**src/rtl/ball_launch.sv**
```systemverilog
// Ball launcher: latches the throw power and rolls a one-hot ball down the lane,
// then reports pins knocked and pulses done for the scoring stage.
//
// Ports:
//   clk      rising-edge clock
//   reset    asynchronous active-low reset
//   throw    throw request level, synchronous to clk
//   pow_lvl  power level 0..4 from the power-select FSM
//   ball_pos one-hot ball position (bit 0 = foul line), zero when no ball
//   busy     high while a roll or its score cycle is in progress
//   done     one-cycle pulse when the roll completes
//   pins_hit pins knocked by the last completed roll
module ball_launch #(
   parameter int LANE_LEN   = 10,
   parameter int BASE_TICKS = 4
) (
   input  logic                clk,
   input  logic                reset,
   input  logic                throw,
   input  logic [2:0]          pow_lvl,
   output logic [LANE_LEN-1:0] ball_pos,
   output logic                busy,
   output logic                done,
   output logic [3:0]          pins_hit
);

   // Tick counter must hold 5*BASE_TICKS-1; the longest period
   // (power 1 -> 4*BASE_TICKS) fits in the same width.
   localparam int TW = (5 * BASE_TICKS > 2) ? $clog2(5 * BASE_TICKS) : 1;

   typedef enum logic [1:0] {
      IDLE  = 2'd0,
      ROLL  = 2'd1,
      SCORE = 2'd2
   } state_t;

   state_t              state_q, state_d;
   logic [LANE_LEN-1:0] ball_pos_q, ball_pos_d;
   logic [TW-1:0]       tick_q, tick_d;
   logic [2:0]          p_q, p_d;
   logic [3:0]          pins_q, pins_d;
   logic                throw_q;

   logic                throw_edge;
   logic                pow_ok;
   logic [TW-1:0]       period;
   logic                step;
   logic [3:0]          pins_tbl;

   assign throw_edge = throw & ~throw_q;
   assign pow_ok     = (pow_lvl >= 3'd1) && (pow_lvl <= 3'd4);

   // p_q is only 1..4 while rolling, so 5-p_q never wraps.
   assign period = TW'(3'd5 - p_q) * TW'(BASE_TICKS);
   assign step   = (tick_q == period - TW'(1));

   always_comb begin
      pins_tbl = 4'd10;
      case (p_q)
         3'd1:    pins_tbl = 4'd2;
         3'd2:    pins_tbl = 4'd5;
         3'd3:    pins_tbl = 4'd8;
         default: pins_tbl = 4'd10;
      endcase
   end

   always_comb begin
      state_d    = state_q;
      ball_pos_d = ball_pos_q;
      tick_d     = tick_q;
      p_d        = p_q;
      pins_d     = pins_q;
      unique case (state_q)
         IDLE: begin
            if (throw_edge && pow_ok) begin
               p_d        = pow_lvl;
               ball_pos_d = LANE_LEN'(1);
               tick_d     = '0;
               pins_d     = '0;
               state_d    = ROLL;
            end
         end
         ROLL: begin
            if (step) begin
               tick_d = '0;
               if (ball_pos_q[LANE_LEN-1]) begin
                  ball_pos_d = '0;
                  pins_d     = pins_tbl;
                  state_d    = SCORE;
               end else begin
                  ball_pos_d = ball_pos_q << 1;
               end
            end else begin
               tick_d = tick_q + TW'(1);
            end
         end
         SCORE: begin
            state_d = IDLE;
         end
         default: begin
            state_d = IDLE;
         end
      endcase
   end

   // throw_q resets high so a key held through reset is not an edge.
   always_ff @(posedge clk or negedge reset) begin
      if (!reset) begin
         state_q    <= IDLE;
         ball_pos_q <= '0;
         tick_q     <= '0;
         p_q        <= '0;
         pins_q     <= '0;
         throw_q    <= 1'b1;
      end else begin
         state_q    <= state_d;
         ball_pos_q <= ball_pos_d;
         tick_q     <= tick_d;
         p_q        <= p_d;
         pins_q     <= pins_d;
         throw_q    <= throw;
      end
   end

   assign ball_pos = ball_pos_q;
   assign busy     = (state_q != IDLE);
   assign done     = (state_q == SCORE);
   assign pins_hit = pins_q;

endmodule

```
**config.mk**
```make
export PLATFORM = sky130hd
export DESIGN_NAME = ball_launch
export DESIGN_NICKNAME = d
export VERILOG_FILES = /design/src/rtl/ball_launch.sv
export SDC_FILE = /design/constraint.sdc
export NUM_CORES = 1
export LEC_CHECK = 0
export CAP_MARGIN = 20
export CORE_ASPECT_RATIO = 1.1
export CORE_MARGIN = 3
export CORE_UTILIZATION = 55
export DETAILED_ROUTE_END_ITERATION = 10
export PLACE_DENSITY = 0.94
export SLEW_MARGIN = 15
export SYNTH_ARGS = -nofsm -noshare
export SYNTH_HDL_FRONTEND = slang
export SYNTH_SLANG_ARGS = --single-unit
```
**constraint.sdc**
```tcl
create_clock -name clk -period 5.45 [get_ports clk]
set_clock_uncertainty 0.05 [all_clocks]
set_input_delay 0.8175 -clock clk [delete_from_list [all_inputs] [get_ports clk]]
set_output_delay 0.8175 -clock clk [all_outputs]
set_load 0.01 [all_outputs]
```
==> results.py, run 1 <==
metrics = {
    "status": {
        "status": "completed",
    },
    "routing": {
        "firstDrtPassIters": 4,
        "wl_mm": 2.67,
        "wl_per_cell_um": 16.0,
        "drcViolationCount": 0,
        "routed_via_density": 5.80,
        "drt_first_iter_violations": 32,
        "ant_nets": 0,
        "vias": 968,
    },
    "logic_synthesis": {
        "synth_edf_count": 0,
        "yosys_register_bits": 24,
        "yosysTopAreaCell": "dfrtp_1",
        "yosys_most_used_dff": "dfrtp_1",
        "yosysWarnings": 0,
        "avgSynthCellArea_um2": 10.9,
        "ys_seq_area_frac": 0.472,
        "synth_most_common_cell": "dfrtp_1",
        "synth_nets": 129,
        "ys_top_cells_by_area": "dfrtp_1 (45%), o211ai_1 (7.1%), ha_1 (5.9%), nand2_1 (5.0%), o21ai_1 (3.5%)",
        "async_flop_share": 1.00,
        "yosys.area.top_type_share": 0.451,
        "netlist_area_mm2": 0.00127,
        "netlist_instances": 117,
        "yosysUniqueCellTypes": 35,
        "synth_common_cells": "dfrtp_1 (23), nand2_1 (17), o211ai_1 (12)",
    },
    "timing": {
        "setup_tns_ps": 0,
        "setup_viol": 0,
        "slew_viol_final": 0,
        "slew_headroom": 0.619,
        "clock.fmax_mhz": 405,
        "finalCritPeriodShare": 0.453,
        "finalHoldViolations": 0,
        "worstMarginPinSlew_ps": 569,
        "min_period_ps": 2470,
        "hold_ws_ps": 488,
        "layout_setup_ws_ps": 2980,
        "rsz0062_at_grt": "no",
    },
    "critical_path": {
        "critPathKind": "reg2out",
        "critical_path.top_delay_family": "flip-flops",
        "path_max_fanout": 6,
        "crit_path_end_kind": "primary output",
        "crit_chain": "or2_2, clkdlybuf4s50_1",
        "required_ps": 4580,
        "crit_buf_inv": 1,
        "cp_slowest_stage_delay_ps": 490,
        "crit_arrival_ps": 1600,
        "cp_slowest_cell": "dfrtp_1",
        "critPathLaunchType": "register",
    },
    "cts": {
        "clockBufferDepth": 2,
        "clock_sinks": 24,
        "tritoncts": "built",
        "path_clk_slew_ps": 140,
        "ctsHoldBuffers": 0,
        "ctsResizeCount": 0,
        "worstSkewPairLatency_ps": 320,
        "cts_root_buf": "clkbuf_4",
        "numCtsBuffers": 3,
        "htreeDepth": 1,
        "post-cts-setup-buffers": 0,
    },
    "power_and_ir_drop": {
        "worst_ir_drop_vdd_uv": 306,
        "leakage_nw": 0.651,
        "power_mw": 0.807,
        "power_density_mw_per_mm2": 518,
    },
    "global_route": {
        "grt_start_max_net_pins": 25,
        "antenna_found_initial": 0,
        "overflow": 0,
        "grt_first_pass_wirelength_mm": 4.39,
        "grtUsageTotal": 0.196,
        "grt_pass1_vias": 997,
    },
    "placed_design": {
        "hpwlAfterDp_mm": 1.88,
        "port_buffers": 21,
        "placed_cell_area_mm2": 0.00149,
        "gp_congestion": 0.773,
        "pre_cts_ws_ps": 2890,
    },
    "layout": {
        "fin_nets": 152,
        "fill_cells": 140,
        "diodes": 0,
        "drive_above_1_share": 0.122,
        "syn_to_final_growth_pct": 22.1,
        "finalInstanceArea_mm2": 0.00156,
    },
    "floorplanning": {
        "start_util": 0.605,
        "coreArea_mm2": 0.00211,
        "fp.dieW_um": 51.9,
        "num_io_pins": 22,
        "die_h_um": 56.5,
        "rows": 17,
        "die_area_mm2": 0.00293,
    },
    "worst_hold_path": {
        "hp-class": "reg2reg",
    },
    "job": {
        "cap_violations": 0,
    },
}
==> cells by family after synthesis <==
logic type	count (synthesis)	synth area share
fa+ha+maj	6	0.0589
flops	24	0.472
buf+inv	8	0.0363
compound gates	35	0.182
xor+xnor	4	0.0393
mux	5	0.0412
simple gates	35	0.171
==> path summary, 6_finish.rpt <==
path | from | end | slack (ps) | cells after the start
worst max-delay path | state_q[0]$_DFFE_PN0P_ | busy | 2980 | 2
worst min-delay path | pins_hit[1]$_DFFE_PN0P_ | pins_hit[1]$_DFFE_PN0P_ | 490 | 2
worst max register to register | p_q[0]$_DFFE_PN0P_ | ball_pos[1]$_DFFE_PN0P_ | 3410 | 6
worst min register to register | pins_hit[1]$_DFFE_PN0P_ | pins_hit[1]$_DFFE_PN0P_ | 490 | 2
max in group asynchronous | reset | state_q[1]$_DFFE_PN0P_ | 4190 | 2
min in group asynchronous | reset | tick_q[4]$_DFFE_PN0P_ | 720 | 1
==> worst register-to-register path, cell delays in order, from the launching register on <==
cell      delay [ps]
dfrtp_1          500
inv_1             70
ha_1             320
xor2_1           260
nand4_4          290
nand2b_4         270
o21ai_0          190
==> where the power goes <==
group | switching (mW) | internal (mW)
Clock | 0.0544 | 0.0744
Sequential | 0.0700 | 0.244
Combinational | 0.184 | 0.181
==> cells in the final DEF (no fill, tap or decap), types with 2 or more instances in the layout <==
cell,n
nand3_1,2
dfrtp_1,23
nand2_1,17
ha_1,6
inv_1,4
xor2_1,2
mux2i_1,3
o21ai_1,9
o21ai_0,6
o211ai_1,12
or2_2,2
nor2b_1,2
clkbuf_4,3
nand2b_1,2
mux2_2,2
nor2_1,2
a21oi_1,3
clkdlybuf4s50_1,21
==> through the flow <==
step,std cells,utilization
after floorplan,117,-
final,167,0.739
after CTS,166,0.732
after global placement,162,0.707
after global routing,167,0.739
after detailed placement,162,0.707
==> registers in the layout, summed over array words and instances (netlist names) <==
signal    count
state_q       2
ball_pos     10
throw_q       1
tick_q        5
pins_hit      3
p_q           3
==> area by class of cell <==
class,instances,area (um^2),area share
multi-input combinational,85,627,0.403
sequential,24,602,0.387
timing repair buffer,22,225,0.145
tap,28,35.0,0.0225
clock inverter,1,30.0,0.0193
clock buffer,3,22.5,0.0145
inverter,4,15.0,0.00965
==> per-layer routing <==
| metal | vias up | routed length [um] | GRT usage |
|---|---|---|---|
| li1 | 467 | - | - |
| met1 | 473 | 1200 | 0.259 |
| met2 | 26 | 1350 | 0.312 |
| met3 | 2 | 104 | 0.0398 |
| met4 | 0 | 18 | 0.0712 |
| met5 | - | 0 | 0 |
No activity file was read; power rests on OpenSTA's default activity.
==> inputs of run 2 (changes only) <==
--- a/config.mk
+++ b/config.mk
@@ -8,9 +8,9 @@
 export CAP_MARGIN = 20
 export CORE_ASPECT_RATIO = 1.1
 export CORE_MARGIN = 3
-export CORE_UTILIZATION = 55
+export CORE_UTILIZATION = 51
 export DETAILED_ROUTE_END_ITERATION = 10
-export PLACE_DENSITY = 0.94
+export PLACE_DENSITY = 0.88
 export SLEW_MARGIN = 15
 export SYNTH_ARGS = -nofsm -noshare
 export SYNTH_HDL_FRONTEND = slang
==> constraint.sdc (replaced) <==
create_clock -name clk -period 2.6 [get_ports clk]
set_clock_uncertainty 0.05 [all_clocks]
set_input_delay 0.39 -clock clk [delete_from_list [all_inputs] [get_ports clk]]
set_output_delay 0.39 -clock clk [all_outputs]
set_load 0.01 [all_outputs]
==> results.py, run 2 (synthesized netlist as in run 1, its figures left out) <==
metrics = {
    "global_route": {
        "overflow": 0,
        "grt_pass1_vias": 993,
        "grt_start_max_net_pins": 17,
        "grtUsageTotal": 0.184,
        "antenna_found_initial": 0,
        "grt_first_pass_wirelength_mm": 4.37,
    },
    "layout": {
        "fin_nets": 152,
        "diodes": 0,
        "final_common_cell": "dfrtp_1",
        "final_cell_mix": "dfrtp_1 (23), clkdlybuf4s50_1 (21), nand2_1 (17)",
        "final_cells": 169,
        "syn_to_final_growth_pct": 20.4,
        "finalInstanceArea_mm2": 0.00154,
        "largest_register_ffs": 10,
        "drive_above_1_share": 0.122,
        "final_util": 0.662,
    },
    "cts": {
        "clock_sinks": 24,
        "ctsResizeCount": 0,
        "path_clk_slew_ps": 130,
        "htreeDepth": 1,
        "ctsHoldBuffers": 0,
        "clockBufferDepth": 2,
        "post-cts-setup-buffers": 0,
        "tritoncts": "built",
        "numCtsBuffers": 3,
        "cts_root_buf": "clkbuf_4",
        "worstSkewPairLatency_ps": 310,
    },
    "critical_path": {
        "critPathLaunchType": "register",
        "path_max_fanout": 9,
        "critPathKind": "reg2out",
        "crit_buf_inv": 1,
        "crit_arrival_ps": 1600,
        "reg2reg_slack_ps": 610,
        "cp_slowest_stage_delay_ps": 500,
        "r2r_end": "pins_hit[1]$_DFFE_PN0P_",
        "crit_path_end_kind": "primary output",
        "critical_path.top_delay_family": "flip-flops",
        "rr_startpoint": "p_q[2]$_DFFE_PN0P_",
        "required_ps": 2160,
        "crit_chain": "or2_2, clkdlybuf4s50_1",
        "cp_slowest_cell": "dfrtp_1",
        "r2r_cells": 6,
    },
    "timing": {
        "layout_setup_ws_ps": 562,
        "hold_ws_ps": 372,
        "min_period_ps": 2040,
        "rsz0062_at_grt": "no",
        "worstMarginPinSlew_ps": 564,
        "finalHoldViolations": 0,
        "clock.fmax_mhz": 491,
        "setup_tns_ps": 0,
        "slew_headroom": 0.623,
        "slew_viol_final": 0,
        "setup_viol": 0,
        "finalCritPeriodShare": 0.784,
    },
    "power_and_ir_drop": {
        "power_mw": 1.60,
        "leakage_nw": 0.641,
        "power_density_mw_per_mm2": 1040,
        "worst_ir_drop_vdd_uv": 618,
    },
    "placed_design": {
        "placed_cell_area_mm2": 0.00150,
        "gp_congestion": 0.752,
        "port_buffers": 21,
        "pre_cts_ws_ps": 484,
        "place_inst": 165,
        "hpwlAfterDp_mm": 1.86,
    },
    "status": {
        "status": "completed",
    },
    "floorplanning": {
        "rows": 18,
        "coreArea_mm2": 0.00232,
        "die_h_um": 58.4,
        "fp.dieW_um": 53.7,
        "start_util": 0.550,
        "num_io_pins": 22,
        "die_area_mm2": 0.00314,
    },
    "routing": {
        "drcViolationCount": 0,
        "vias": 968,
        "ant_nets": 0,
        "drt_first_iter_violations": 9,
        "wl_per_cell_um": 15.0,
        "wl_mm": 2.53,
        "firstDrtPassIters": 4,
        "routed_via_density": 5.73,
    },
    "job": {
        "cap_violations": 0,
    },
    "worst_hold_path": {
        "hp-class": "in2async",
    },
}
run 2: how the worst max path moves through the flow:
stage,from,endpoint,slack (ps),cells after the start
detailed placement,pow_lvl[1],p_q[1]$_DFFE_PN0P_,480,4
global placement,pow_lvl[1],p_q[1]$_DFFE_PN0P_,510,4
finish,state_q[1]$_DFFE_PN0P_,busy,560,2
global route,state_q[1]$_DFFE_PN0P_,ball_pos[8]$_DFFE_PN0P_,490,4
floorplan,p_q[2]$_DFFE_PN0P_,ball_pos[2]$_DFFE_PN0P_,860,7
CTS,state_q[0]$_DFFE_PN0P_,busy,550,2
run 2: cell type report:
type,count,area [um^2]
Timing Repair Buffer,22,218
Fill cell,183,785
Tap cell,30,37.5
Clock buffer,4,36.3
Inverter,4,15.0
Sequential cell,24,602
Multi-Input combinational cell,85,627
run 2: metal layers:
metal  GRT usage  wire (um)
met2       0.306       1250
met3      0.0278         77
met5           0          0
met4      0.0547         36
met1       0.244       1170
run 2: worst register-to-register path, delay by kind of cell (launching register included):
family	cells	cell delay, ps
flip-flops	1	400
buffers and inverters	1	140
adder cells (fa/ha/maj)	1	270
multiplexers	1	230
XOR/XNOR	1	330
AND/OR/NAND/NOR	2	490
run 2: power breakdown:
part	switching [mW]	internal [mW]	leakage, nW	total (mW)
Clock	0.110	0.0856	0.0210	0.195
Sequential	0.141	0.511	0.299	0.651
Combinational	0.375	0.377	0.321	0.752
Total	0.626	0.973	0.641	1.60
